**src/rtl/debouncer_multi.sv**
```systemverilog
// rtl/debouncer_multi.sv - multi-channel button debouncer with press/release/toggle/long-press events
//
// Ports:
//   clk           in   1     system clock, all state on the rising edge
//   rst           in   1     asynchronous active-low reset
//   btn           in   N_CH  raw asynchronous button pins, one per channel
//   level         out  N_CH  debounced pressed state (1 = pressed)
//   press         out  N_CH  one-cycle pulse on an accepted press
//   release_pulse out  N_CH  one-cycle pulse on an accepted release
//   toggle        out  N_CH  flips on every accepted press
//   long_press    out  N_CH  one-cycle pulse once a press has been held LONG_CYC cycles
//
// Every channel owns its synchroniser, FSM and counters; nothing is shared.

module debouncer_multi #(
    parameter int N_CH        = 4,
    parameter int SYNC_STAGES = 2,
    parameter int STABLE_CYC  = 50000,
    parameter int LONG_CYC    = 50000000,
    parameter int CNT_W       = 26,
    parameter int ACTIVE_LOW  = 1
) (
    input  logic            clk,
    input  logic            rst,
    input  logic [N_CH-1:0] btn,
    output logic [N_CH-1:0] level,
    output logic [N_CH-1:0] press,
    output logic [N_CH-1:0] release_pulse,
    output logic [N_CH-1:0] toggle,
    output logic [N_CH-1:0] long_press
);

    typedef enum logic [1:0] {
        IDLE,
        PRESS_WAIT,
        HELD,
        RELEASE_WAIT
    } state_t;

    // Pin level when the button is not pressed; synchronisers reset to it so
    // that leaving reset never looks like an edge.
    localparam logic PIN_IDLE = (ACTIVE_LOW != 0);

    // The cycle that leaves IDLE (or HELD) already counts as the first stable
    // cycle, and the stable counter is cleared on that edge. The wait state
    // therefore accepts once the counter has reached STABLE_CYC-2.
    localparam logic [CNT_W-1:0] STABLE_LAST = CNT_W'((STABLE_CYC >= 2) ? STABLE_CYC - 2 : 0);
    localparam logic [CNT_W-1:0] LONG_LIM    = CNT_W'(LONG_CYC);
    localparam logic [CNT_W-1:0] ONE         = CNT_W'(1);

    // With a single-cycle stability window the wait states are skipped.
    localparam logic SINGLE = (STABLE_CYC <= 1);

    genvar ch;
    generate
        for (ch = 0; ch < N_CH; ch++) begin : g_ch
            logic [SYNC_STAGES-1:0] sync_q;
            logic                   raw_pressed;

            state_t           state_q, state_d;
            logic [CNT_W-1:0] stable_q, stable_d;
            logic [CNT_W-1:0] hold_q, hold_d;
            logic             level_q, level_d;
            logic             press_q, press_d;
            logic             rel_q, rel_d;
            logic             tog_q, tog_d;
            logic             long_q, long_d;

            // Input synchroniser, bit 0 is the first stage.
            always_ff @(posedge clk or negedge rst) begin
                if (!rst) begin
                    sync_q <= {SYNC_STAGES{PIN_IDLE}};
                end else begin
                    sync_q <= {sync_q[SYNC_STAGES-2:0], btn[ch]};
                end
            end

            assign raw_pressed = sync_q[SYNC_STAGES-1] ^ PIN_IDLE;

            always_comb begin
                state_d  = state_q;
                stable_d = stable_q;
                hold_d   = hold_q;
                level_d  = level_q;
                press_d  = 1'b0;
                rel_d    = 1'b0;
                tog_d    = tog_q;
                long_d   = 1'b0;

                // Hold counter runs while the debounced level is high and
                // stops at LONG_CYC, so the long-press pulse fires only once
                // per press. The release-accept branch below overrides it.
                if ((state_q == HELD || state_q == RELEASE_WAIT) && hold_q != LONG_LIM) begin
                    hold_d = hold_q + ONE;
                    if (hold_q + ONE == LONG_LIM) begin
                        long_d = 1'b1;
                    end
                end

                case (state_q)
                    IDLE: begin
                        if (raw_pressed) begin
                            stable_d = '0;
                            if (SINGLE) begin
                                state_d = HELD;
                                level_d = 1'b1;
                                press_d = 1'b1;
                                tog_d   = ~tog_q;
                                hold_d  = '0;
                            end else begin
                                state_d = PRESS_WAIT;
                            end
                        end
                    end

                    PRESS_WAIT: begin
                        if (!raw_pressed) begin
                            state_d  = IDLE;
                            stable_d = '0;
                        end else if (stable_q >= STABLE_LAST) begin
                            state_d  = HELD;
                            stable_d = '0;
                            level_d  = 1'b1;
                            press_d  = 1'b1;
                            tog_d    = ~tog_q;
                            hold_d   = '0;
                        end else begin
                            stable_d = stable_q + ONE;
                        end
                    end

                    HELD: begin
                        if (!raw_pressed) begin
                            stable_d = '0;
                            if (SINGLE) begin
                                state_d = IDLE;
                                level_d = 1'b0;
                                rel_d   = 1'b1;
                                hold_d  = '0;
                                long_d  = 1'b0;
                            end else begin
                                state_d = RELEASE_WAIT;
                            end
                        end
                    end

                    RELEASE_WAIT: begin
                        if (raw_pressed) begin
                            // Bounce inside a hold: keep the hold count going.
                            state_d  = HELD;
                            stable_d = '0;
                        end else if (stable_q >= STABLE_LAST) begin
                            state_d  = IDLE;
                            stable_d = '0;
                            level_d  = 1'b0;
                            rel_d    = 1'b1;
                            hold_d   = '0;
                            long_d   = 1'b0;
                        end else begin
                            stable_d = stable_q + ONE;
                        end
                    end

                    default: begin
                        state_d  = IDLE;
                        stable_d = '0;
                        hold_d   = '0;
                        level_d  = 1'b0;
                    end
                endcase
            end

            always_ff @(posedge clk or negedge rst) begin
                if (!rst) begin
                    state_q  <= IDLE;
                    stable_q <= '0;
                    hold_q   <= '0;
                    level_q  <= 1'b0;
                    press_q  <= 1'b0;
                    rel_q    <= 1'b0;
                    tog_q    <= 1'b0;
                    long_q   <= 1'b0;
                end else begin
                    state_q  <= state_d;
                    stable_q <= stable_d;
                    hold_q   <= hold_d;
                    level_q  <= level_d;
                    press_q  <= press_d;
                    rel_q    <= rel_d;
                    tog_q    <= tog_d;
                    long_q   <= long_d;
                end
            end

            assign level[ch]         = level_q;
            assign press[ch]         = press_q;
            assign release_pulse[ch] = rel_q;
            assign toggle[ch]        = tog_q;
            assign long_press[ch]    = long_q;
        end
    endgenerate

endmodule

```
**config.mk**
```make
export PLATFORM = sky130hd
export DESIGN_NAME = debouncer_multi
export DESIGN_NICKNAME = d
export VERILOG_FILES = /design/src/rtl/debouncer_multi.sv
export SDC_FILE = /design/constraint.sdc
export NUM_CORES = 1
export LEC_CHECK = 0
export CAP_MARGIN = 40
export CORE_MARGIN = 2
export CORE_UTILIZATION = 60
export CTS_CLUSTER_DIAMETER = 150
export CTS_CLUSTER_SIZE = 28
export DETAILED_ROUTE_END_ITERATION = 6
export GPL_ROUTABILITY_DRIVEN = 0
export PLACE_DENSITY = 0.77
export SYNTH_ARGS = -nofsm -noshare
export SYNTH_HDL_FRONTEND = slang
export SYNTH_SLANG_ARGS = --single-unit
```
**constraint.sdc**
```tcl
create_clock -name clk -period 3.2 [get_ports clk]
set_clock_uncertainty 0.05 [all_clocks]
set_input_delay 0.48 -clock clk [delete_from_list [all_inputs] [get_ports clk]]
set_output_delay 0.48 -clock clk [all_outputs]
set_load 0.005 [all_outputs]
```
Word level (Yosys, flattened, before mapping)
Cells that the tools add are included.
{ "word_totals": {"ff_bits": 244, "elab_cells": 272, "in_bits": 6, "out_inout_bits": 20} }
{ "op_classes": {"order_cmp": 4, "bitwise_logic": 8, "n_reduce_logical": 32, "eq_ne": 52, "n_addsub": 8, "muxes": 132} }
{ "op_table": {"columns": ["operator", "n"], "rows": [
  ["26-bit 2-to-1 mux", 36],
  ["26-bit one-hot mux with 4 select lines", 4],
  ["26-bit by 1-bit adder with 26-bit output, second input constant", 8],
  ["26-bit one-hot mux with 2 select lines", 4],
  ["26-bit equality test, second input constant", 4],
  ["26-bit by 16-bit >= comparator with 1-bit output, second input constant", 4],
  ["26-bit inequality test, second input constant", 4],
  ["1-bit 2-to-1 mux", 56],
  ["2-bit 2-to-1 mux", 24],
  ["2-bit inequality test, second input constant", 20],
  ["2-bit one-hot mux with 4 select lines", 4],
  ["5-bit AND reduction", 4],
  ["2-bit equality test, second input constant", 8],
  ["4-bit AND reduction", 4],
  ["3-bit by 2-bit inequality test with 1-bit output, second input constant", 4],
  ["3-bit inequality test, second input constant", 4],
  ["3-bit AND reduction", 4],
  ["2-bit by 1-bit equality test with 1-bit output, second input constant", 4],
  ["2-bit zero test", 4],
  ["2-bit by 1-bit inequality test with 1-bit output, second input constant", 4],
  ["1-bit inverter", 8],
  ["1-bit one-hot mux with 2 select lines", 4],
  ["2-bit AND reduction", 4],
  ["2-bit nonzero test", 4],
  ["2 further kinds", 8]
]} }

Logic depth before layout (Yosys ltp)
Gate-level depths: netlist of run 1.
{ "depth": {"word_depth": 7, "ltp_mapped": 9, "depth_no_buf": 8} }

Worst setup path before layout of run 1
OpenSTA, ideal clock, no wires.
{ "synth_path": {"path_type": "register -> register", "start": "reg g_ch[2].hold_q[0]", "end": "reg g_ch[2].long_q", "path_buffers": 1, "synth_period_minus_slack_ns": 2.341, "arrival_time_ns": 2.195, "required_time_ns": 3.054, "path_stages_with_launch": 9, "setup_slack_ns": 0.859, "setup_ns": 0.096, "cell_sequence": "dfrtp_1 ha_1 and3_1 buf_4 nand2_4 or4b_4 a2111oi_4 nand4b_1 nor4_2"} }
{ "synth_between": {"elab_chain_len": 7, "elab_cells_between_ends": 9, "cone_classes": "add/sub: 1; eq/ne: 2; mux: 5; reduce/logical: 1"} }
{ "synth_rtl": {"columns": ["item", "line_no", "text"], "rows": [
  ["start: declaration", "62", "logic [CNT_W-1:0] hold_q, hold_d;"],
  ["start signal: assignment", "186", "hold_q <= hold_d;"],
  ["26-bit by 1-bit adder with 26-bit output", "95", "if (hold_q + ONE == LONG_LIM) begin"],
  ["26-bit equality test", "95", null],
  ["1-bit 2-to-1 mux", "95", null],
  ["1-bit 2-to-1 mux (*)", "93", "if ((state_q == HELD || state_q == RELEASE_WAIT) && hold_q != LONG_LIM) begin"],
  ["1-bit 2-to-1 mux", "152", "end else if (stable_q >= STABLE_LAST) begin"],
  ["1-bit 2-to-1 mux", "148", "if (raw_pressed) begin"],
  ["1-bit 2-to-1 mux (*)", "100", "case (state_q)"],
  ["via g_ch[2].long_d", "67", "logic long_q, long_d;"],
  ["end signal: assignment", "191", "long_q <= long_d;"],
  ["end: declaration", "67", null]
]} }
Mark *: on every way through the listed nets, which the timed path passes. The rest lies on a longest branch.
A chain may end at the register's enable or synchronous reset.

Worst setup path after layout of run 1
{ "layout_path": {"start": "reg g_ch[1].hold_q[0]", "end": "reg g_ch[1].long_q"} }
{ "layout_between": {"elab_chain_len": 7, "elab_cells_between_ends": 9, "cone_classes": "add/sub: 1; eq/ne: 2; mux: 5; reduce/logical: 1"} }
{ "layout_rtl": {"columns": ["item", "line_no"], "rows": [
  ["start: declaration", "62"],
  ["start signal: assignment", "186"],
  ["26-bit by 1-bit adder with 26-bit output", "95"],
  ["26-bit equality test", "95"],
  ["1-bit 2-to-1 mux", "95"],
  ["1-bit 2-to-1 mux (*)", "93"],
  ["1-bit 2-to-1 mux", "152"],
  ["1-bit 2-to-1 mux", "148"],
  ["1-bit 2-to-1 mux (*)", "100"],
  ["via g_ch[1].long_d", "67"],
  ["end signal: assignment", "191"],
  ["end: declaration", "67"]
]} }
Marks and branches as above.

==> results of run 1 <==
## what timing repair did
item / 4_1_cts / 5_1_grt
hold endpoints to repair: 77 / 0
hold buffers: 1 / 0
gates resized for setup: 0 / 0
## stage by stage
stage / setup WS (ps) / instance area, sq um / utilization
final: 530 / 14000 / 0.643
after floorplan: 859 / 13400 / -
after detailed placement: 593 / 13700 / 0.626
after CTS: 556 / 14000 / 0.643
after global placement: 666 / 13700 / 0.626
after global routing: 297 / 14000 / 0.643
## registers in the layout (all words and copies together), names as in the netlist, named ones only
register / cells
g_ch.level_q: 4
g_ch.sync_q: 8
g_ch.long_q: 4
g_ch.rel_q: 4
g_ch.state_q: 4
g_ch.press_q: 4
g_ch.tog_q: 4
g_ch.hold_q: 104
g_ch.stable_q: 104
## worst max-delay path: stages, from the launching register on
cell      delay, ps
dfrtp_1         500
ha_1            470
nand2_2         260
o31a_1          350
a31o_1          180
a2111o_1        400
nor4b_2         330
## worst max-delay path by stage
stage | cells past startpoint | to | start | slack [ps]
after detailed placement | 7 | g_ch[2].long_q | g_ch[2].hold_q[0] | 590
after floorplan | 8 | g_ch[2].long_q | g_ch[2].hold_q[0] | 860
after CTS | 7 | g_ch[2].long_q | g_ch[2].hold_q[0] | 560
after global placement | 6 | g_ch[1].long_q | g_ch[1].hold_q[0] | 670
final | 6 | g_ch[1].long_q | g_ch[1].hold_q[0] | 530
after global routing | 6 | g_ch[1].stable_q[15] | g_ch[1].stable_q[25] | 300
## power by group through the flow
stage / clock network (mW) / registers [mW] / logic [mW]
2_1_floorplan: 0 / 3.18 / 0.0753
3_3_place_gp: 0 / 3.18 / 0.170
3_5_place_dp: 0 / 3.18 / 0.173
4_1_cts: 1.78 / 3.12 / 0.176
5_1_grt: 1.87 / 3.13 / 0.198
6_report: 1.72 / 3.12 / 0.170
## Yosys cell counts (9+ instances only)
library cell	count	share of area
and2_1	48	0.022
buf_2	18	0.0067
nand2_1	115	0.032
o31ai_1	16	0.0090
a21oi_1	37	0.014
nor2_1	167	0.047
nand4_1	42	0.020
or2_2	10	0.0047
nor3_1	69	0.026
inv_1	50	0.014
xor2_1	50	0.033
and3_1	33	0.015
buf_4	25	0.014
or3_1	25	0.012
ha_1	19	0.018
nor3b_1	12	0.0067
a31oi_1	9	0.0042
xnor2_1	81	0.053
nor4_1	37	0.017
and4_1	13	0.0085
nand3_1	72	0.027
dfrtp_1	236	0.44
o22ai_1	10	0.0047
a21o_1	12	0.0067
o21ai_0	76	0.028
clkbuf_1	46	0.013
## cell usage in the layout, fill, tap and decap left out, types with 13 or more instances in the layout
master           instances
nand4_1                 42
o31ai_1                 16
nor3_1                  69
dfrtp_1                236
and4_1                  13
nand3_1                 72
and2_1                  48
inv_1                   50
xor2_1                  50
nor4_1                  37
clkdlybuf4s50_1         24
buf_4                   20
and3_1                  33
a21oi_1                 37
nand2_1                115
or3_1                   25
ha_1                    19
xnor2_1                 81
nor2_1                 167
clkbuf_16               13
o21ai_0                 76
## cells by family after synthesis
| logic type | share of synthesized area |
|---|---|
| AOI/OAI and AO/OA | 0.111 |
| xor gates and xnor gates | 0.0858 |
| adders and majority gates | 0.0178 |
| buffers and inverters | 0.0504 |
| DFF | 0.457 |
| muxes | 0.00159 |
| and+or+nand+nor | 0.276 |
## layer usage
metal  up-vias  global-route usage  routed length [um]
li1       5068                   -                   -
met1      4964               0.330               12800
met2       190               0.390               12600
met3        27              0.0218                 855
met4         0              0.0516                 447
met5         -                   0                   0
## cell type report
| type | instances | share of cell area |
|---|---|---|
| Multi-Input combinational cell | 1079 | 0.470 |
| Sequential cell | 244 | 0.436 |
| Timing Repair Buffer | 47 | 0.0310 |
| Tap cell | 280 | 0.0250 |
| Clock buffer | 17 | 0.0243 |
| Inverter | 50 | 0.0134 |
| Clock inverter | 1 | 0.000624 |
==> run metrics, run 1 <==
outcome=finished clean; slew margin rel.=0.429; Yosys warnings=0; Worst Hold Class=flop to flop; H-Tree Depth=1; Total Die Area=approximately 0.023 sq mm; FF+latch area=0.00612 sq mm; syn_nets=about 1500; worst ir drop on vdd=between 0.0003 and 0.0004 V; starting density of the core=0.613; synthesis-to-finish area growth=4.93%; async set or reset register ratio after synthesis=1.00; # port buffers=25; PnR Total Power=5.01 mW; R2R depth=6; Final Non-Filler Cells=1718; layout cells sized above 1=0.0570; Final #Nets=1459; crit path launch type=flop; vias in the first global route=9839; synth unique cells=88; final hold viol count=0; # clock sinks=244; Fmax=about 370 MHz; sequential power share=0.623; footprint of the multi-input gates=0.00659 sq mm; routed via count=10200; Final setup violation count=0; Final Max Slew Viols=0; Max-Cap Viols=0; io pins=26; n_diodes=0; arrival time at the worst endpoint=3000 ps; post-route ant nets=0; RSZ-0062 raised after global routing=no; Leakage=5.93 nW; DRC marker count from the first detailed-route iteration=758; FF-to-FF End=g_ch[1].long_q; P per Cell Area=357 mW/mm^2; Power Internal=3.91 mW; DR WL/cell=15.6 um; residual DRC count=0; fin crit share=0.834; Die W=~150 um; hold path start=g_ch[0].sync_q[0]; post-synthesis sequential area ratio=0.457; Worst Path Max Fanout=10; reg2reg setup slack=between 500 and 600 ps; Syn Inst Count=1465; Yosys reg bits=244; Via density=~6.0; Hold WS=311 ps; Reg2Reg Launch Point=g_ch[1].hold_q[0]; Slew @ Worst Pin=853 ps; die height=153 um; total track usage=0.232; Gate power share=0.034; Post-synth EDFFs=0; Fin Setup TNS=0 ps; antenna violations before repair=0; worst hold path stage count=0; Sw Ratio=0.220; Layout fillers=~1800; CP endpoint kind=flop; hold path endpoint=g_ch[0].sync_q[1]; num rows=54; Clk Latency, worst-skew pair=490 ps; placed insts=1699; Clock Root Buffer=clkbuf_16; CTS tree=done; grt total ovfl=0; largest net degree at the start of global routing=just over 80; total wire length=roughly 27 mm; Switch Pwr=1.10 mW; Cell Area, Synth=0.0134 sq mm; WP data required=3520 ps; Tmin final=2670 ps; Clock Power Share=0.343; main flop type after synthesis=dfrtp_1; clock buffer depth=3; clk slew on worst S/H paths=110 ps; Detailed Routing Iterations Pass 1=5; Setup CP Type=flop to flop; first-pass GRT wire length=47.0 mm; Final HPWL DP=18.1 mm; Post-CTS Setup Repair Bufs=0; syn avg cell area=between 9 and 10 sq um; CTS buffer count=12; Core Footprint=0.0218 sq mm
Note: power is estimated with default switching activity, not from simulation.
==> run 2: changes to the inputs <==
==> constraint.sdc (replaced) <==
create_clock -name clk -period 2.7 [get_ports clk]
set_clock_uncertainty 0.05 [all_clocks]
set_input_delay 0.405 -clock clk [delete_from_list [all_inputs] [get_ports clk]]
set_output_delay 0.405 -clock clk [all_outputs]
set_load 0.005 [all_outputs]
==> run metrics, run 2 (synthesis results as in run 1) <==
outcome=finished clean; grt total ovfl=0 (unchanged); R2R depth=7 (+1); worst ir drop on vdd=0.000493 V (+36%); Total Die Area=0.0235 sq mm (unchanged); residual DRC count=0 (unchanged); Post-CTS Setup Repair Bufs=0 (unchanged); largest registers=g_ch.hold_q (104), g_ch.stable_q (104), g_ch.sync_q (8); clk slew on worst S/H paths=110 ps (about the same); hold path start=btn[2]; num rows=54 (unchanged); Final Max Slew Viols=0 (unchanged); Die W=153 um (unchanged); Detailed Routing Iterations Pass 1=5 (unchanged); Worst path max stage delay=510 ps (about the same); DP Worst Slack=143 ps (-450 ps); Buf+Inv Stages, Crit Path=0 (unchanged); synthesis-to-finish area growth=6.23%; Setup CP Type=flop to flop; FF-to-FF End=g_ch[2].long_q; Final #Nets=1477 (+1.2%); H-Tree Depth=1 (unchanged); n_diodes=0 (unchanged); starting density of the core=0.613 (unchanged); Final setup violation count=0 (unchanged); Fmax=396 MHz (+5.6%); final core utilization=0.651 (+0.00797); CTS tree=done; Via density=5.95 (-0.23%); clock buffer depth=3 (unchanged); post-route ant nets=0 (unchanged); total wire length=26.4 mm (-1.1%); layout cells sized above 1=0.0700 (+0.0130); Core Footprint=0.0218 sq mm (unchanged); final hold viol count=0 (unchanged); largest net degree at the start of global routing=68 (-18%); DR WL/cell=15.2 um (-2.2%); DRC marker count from the first detailed-route iteration=747 (-1.5%); hold path endpoint=g_ch[2].sync_q[0]; routed via count=10300 (+0.87%); # port buffers=25 (unchanged); CP endpoint kind=flop; Final HPWL DP=18.3 mm (+0.89%); Slew @ Worst Pin=802 ps (-51.0 ps); # clock sinks=244 (unchanged); crit path launch type=flop; crit path max-delay cell type=or4b_4; vias in the first global route=9953 (+1.2%); antenna violations before repair=0 (unchanged); WP data required=3040 ps (-480 ps); fin crit share=0.936 (+0.102); slew margin rel.=0.463 (+0.0342); Leakage=6.03 nW (+1.7%); Fin Setup TNS=0 ps (unchanged); delay-heaviest family, CP=simple AND/OR/NAND/NOR gates; P per Cell Area=420 mW/mm^2 (+17%); die height=153 um (unchanged); worst hold path stage count=1 (+1); total track usage=0.229 (-0.00341); Max-Cap Viols=0 (unchanged); Final WS setup=172 ps (-358 ps); io pins=26 (unchanged); most frequent cells in the layout=dfrtp_1, nor2_1, nand2_1, xnor2_1, o21ai_0; commonest non-fill, non-tap cell in the layout=dfrtp_1; reg2reg setup slack=170 ps (-360 ps); Worst Path Max Fanout=9 (-1); Reg2Reg Launch Point=g_ch[2].hold_q[1]; arrival time at the worst endpoint=2870 ps (-130 ps); Tmin final=2530 ps (-142 ps); Clock Root Buffer=clkbuf_16; first-pass GRT wire length=46.7 mm (-0.59%); Clk Latency, worst-skew pair=490 ps (about the same); Worst Hold Class=primary input to flop; CTS buffer count=12 (unchanged); crit-path cells=ha_1, and3_2, nand2_4, or4b_4, a2111oi_4, nand4b_1, nor4_2; RSZ-0062 raised after global routing=no
[run 2: worst max path at each step]
stage,from,to,slack [ps],depth (start not counted)
finish,g_ch[2].hold_q[1],g_ch[2].long_q,170,7
global route,g_ch[2].hold_q[1],g_ch[2].long_q,20,7
CTS,g_ch[2].hold_q[1],g_ch[2].long_q,110,7
detailed placement,g_ch[2].hold_q[1],g_ch[2].long_q,140,7
global placement,g_ch[0].stable_q[0],g_ch[0].stable_q[13],260,8
floorplan,g_ch[2].hold_q[0],g_ch[2].long_q,360,8
[run 2: layout make-up]
type,instances,area [sq um]
Multi-Input combinational cell,1079,6600
Fill cell,1794,7620
Inverter,50,188
Sequential cell,244,6120
Clock inverter,1,8.76
Tap cell,280,350
Timing Repair Buffer,65,599
Clock buffer,18,344
[run 2: through the flow]
| stage | hold WS, ps | instances | power, mW | area, sq um |
|---|---|---|---|---|
| after floorplan | 59.4 | 1465 | 3.86 | 13400 |
| after global placement | 296 | 1714 | 3.98 | 13800 |
| after detailed placement | 298 | 1717 | 3.99 | 13800 |
| after CTS | 251 | 1737 | 6.05 | 14200 |
| after global routing | 252 | 1737 | 6.22 | 14200 |
| final | 270 | 1737 | 5.96 | 14200 |
[run 2: layer usage]
metal | GRT usage | share of wire
met3 | 0.0281 | 0.039
met2 | 0.375 | 0.47
met1 | 0.330 | 0.48
met4 | 0.0481 | 0.017
met5 | 0 | 0
[run 2: report_power, final]
part	internal, mW	switching, mW	total, mW
combinational	0.0654	0.147	0.212
sequential	3.68	0.0246	3.70
clock	0.904	1.14	2.05
total	4.65	1.31	5.96
[run 2: worst register-to-register path, delay by kind of cell (launching register included)]
family                     cells  cell delay (ps)
AOI/OAI and AO/OA              1              310
DFF                            1              450
and+or+nand+nor                5             1370
adders and majority gates      1              270
[run 2: repair_timing]
| item | 4_1_cts | 5_1_grt |
|---|---|---|
| setup endpoints to repair | 0 | 8 |
| hold buffers | 1 | 0 |
| hold endpoints to repair | 59 | 0 |
| resized for setup | 0 | 2 |
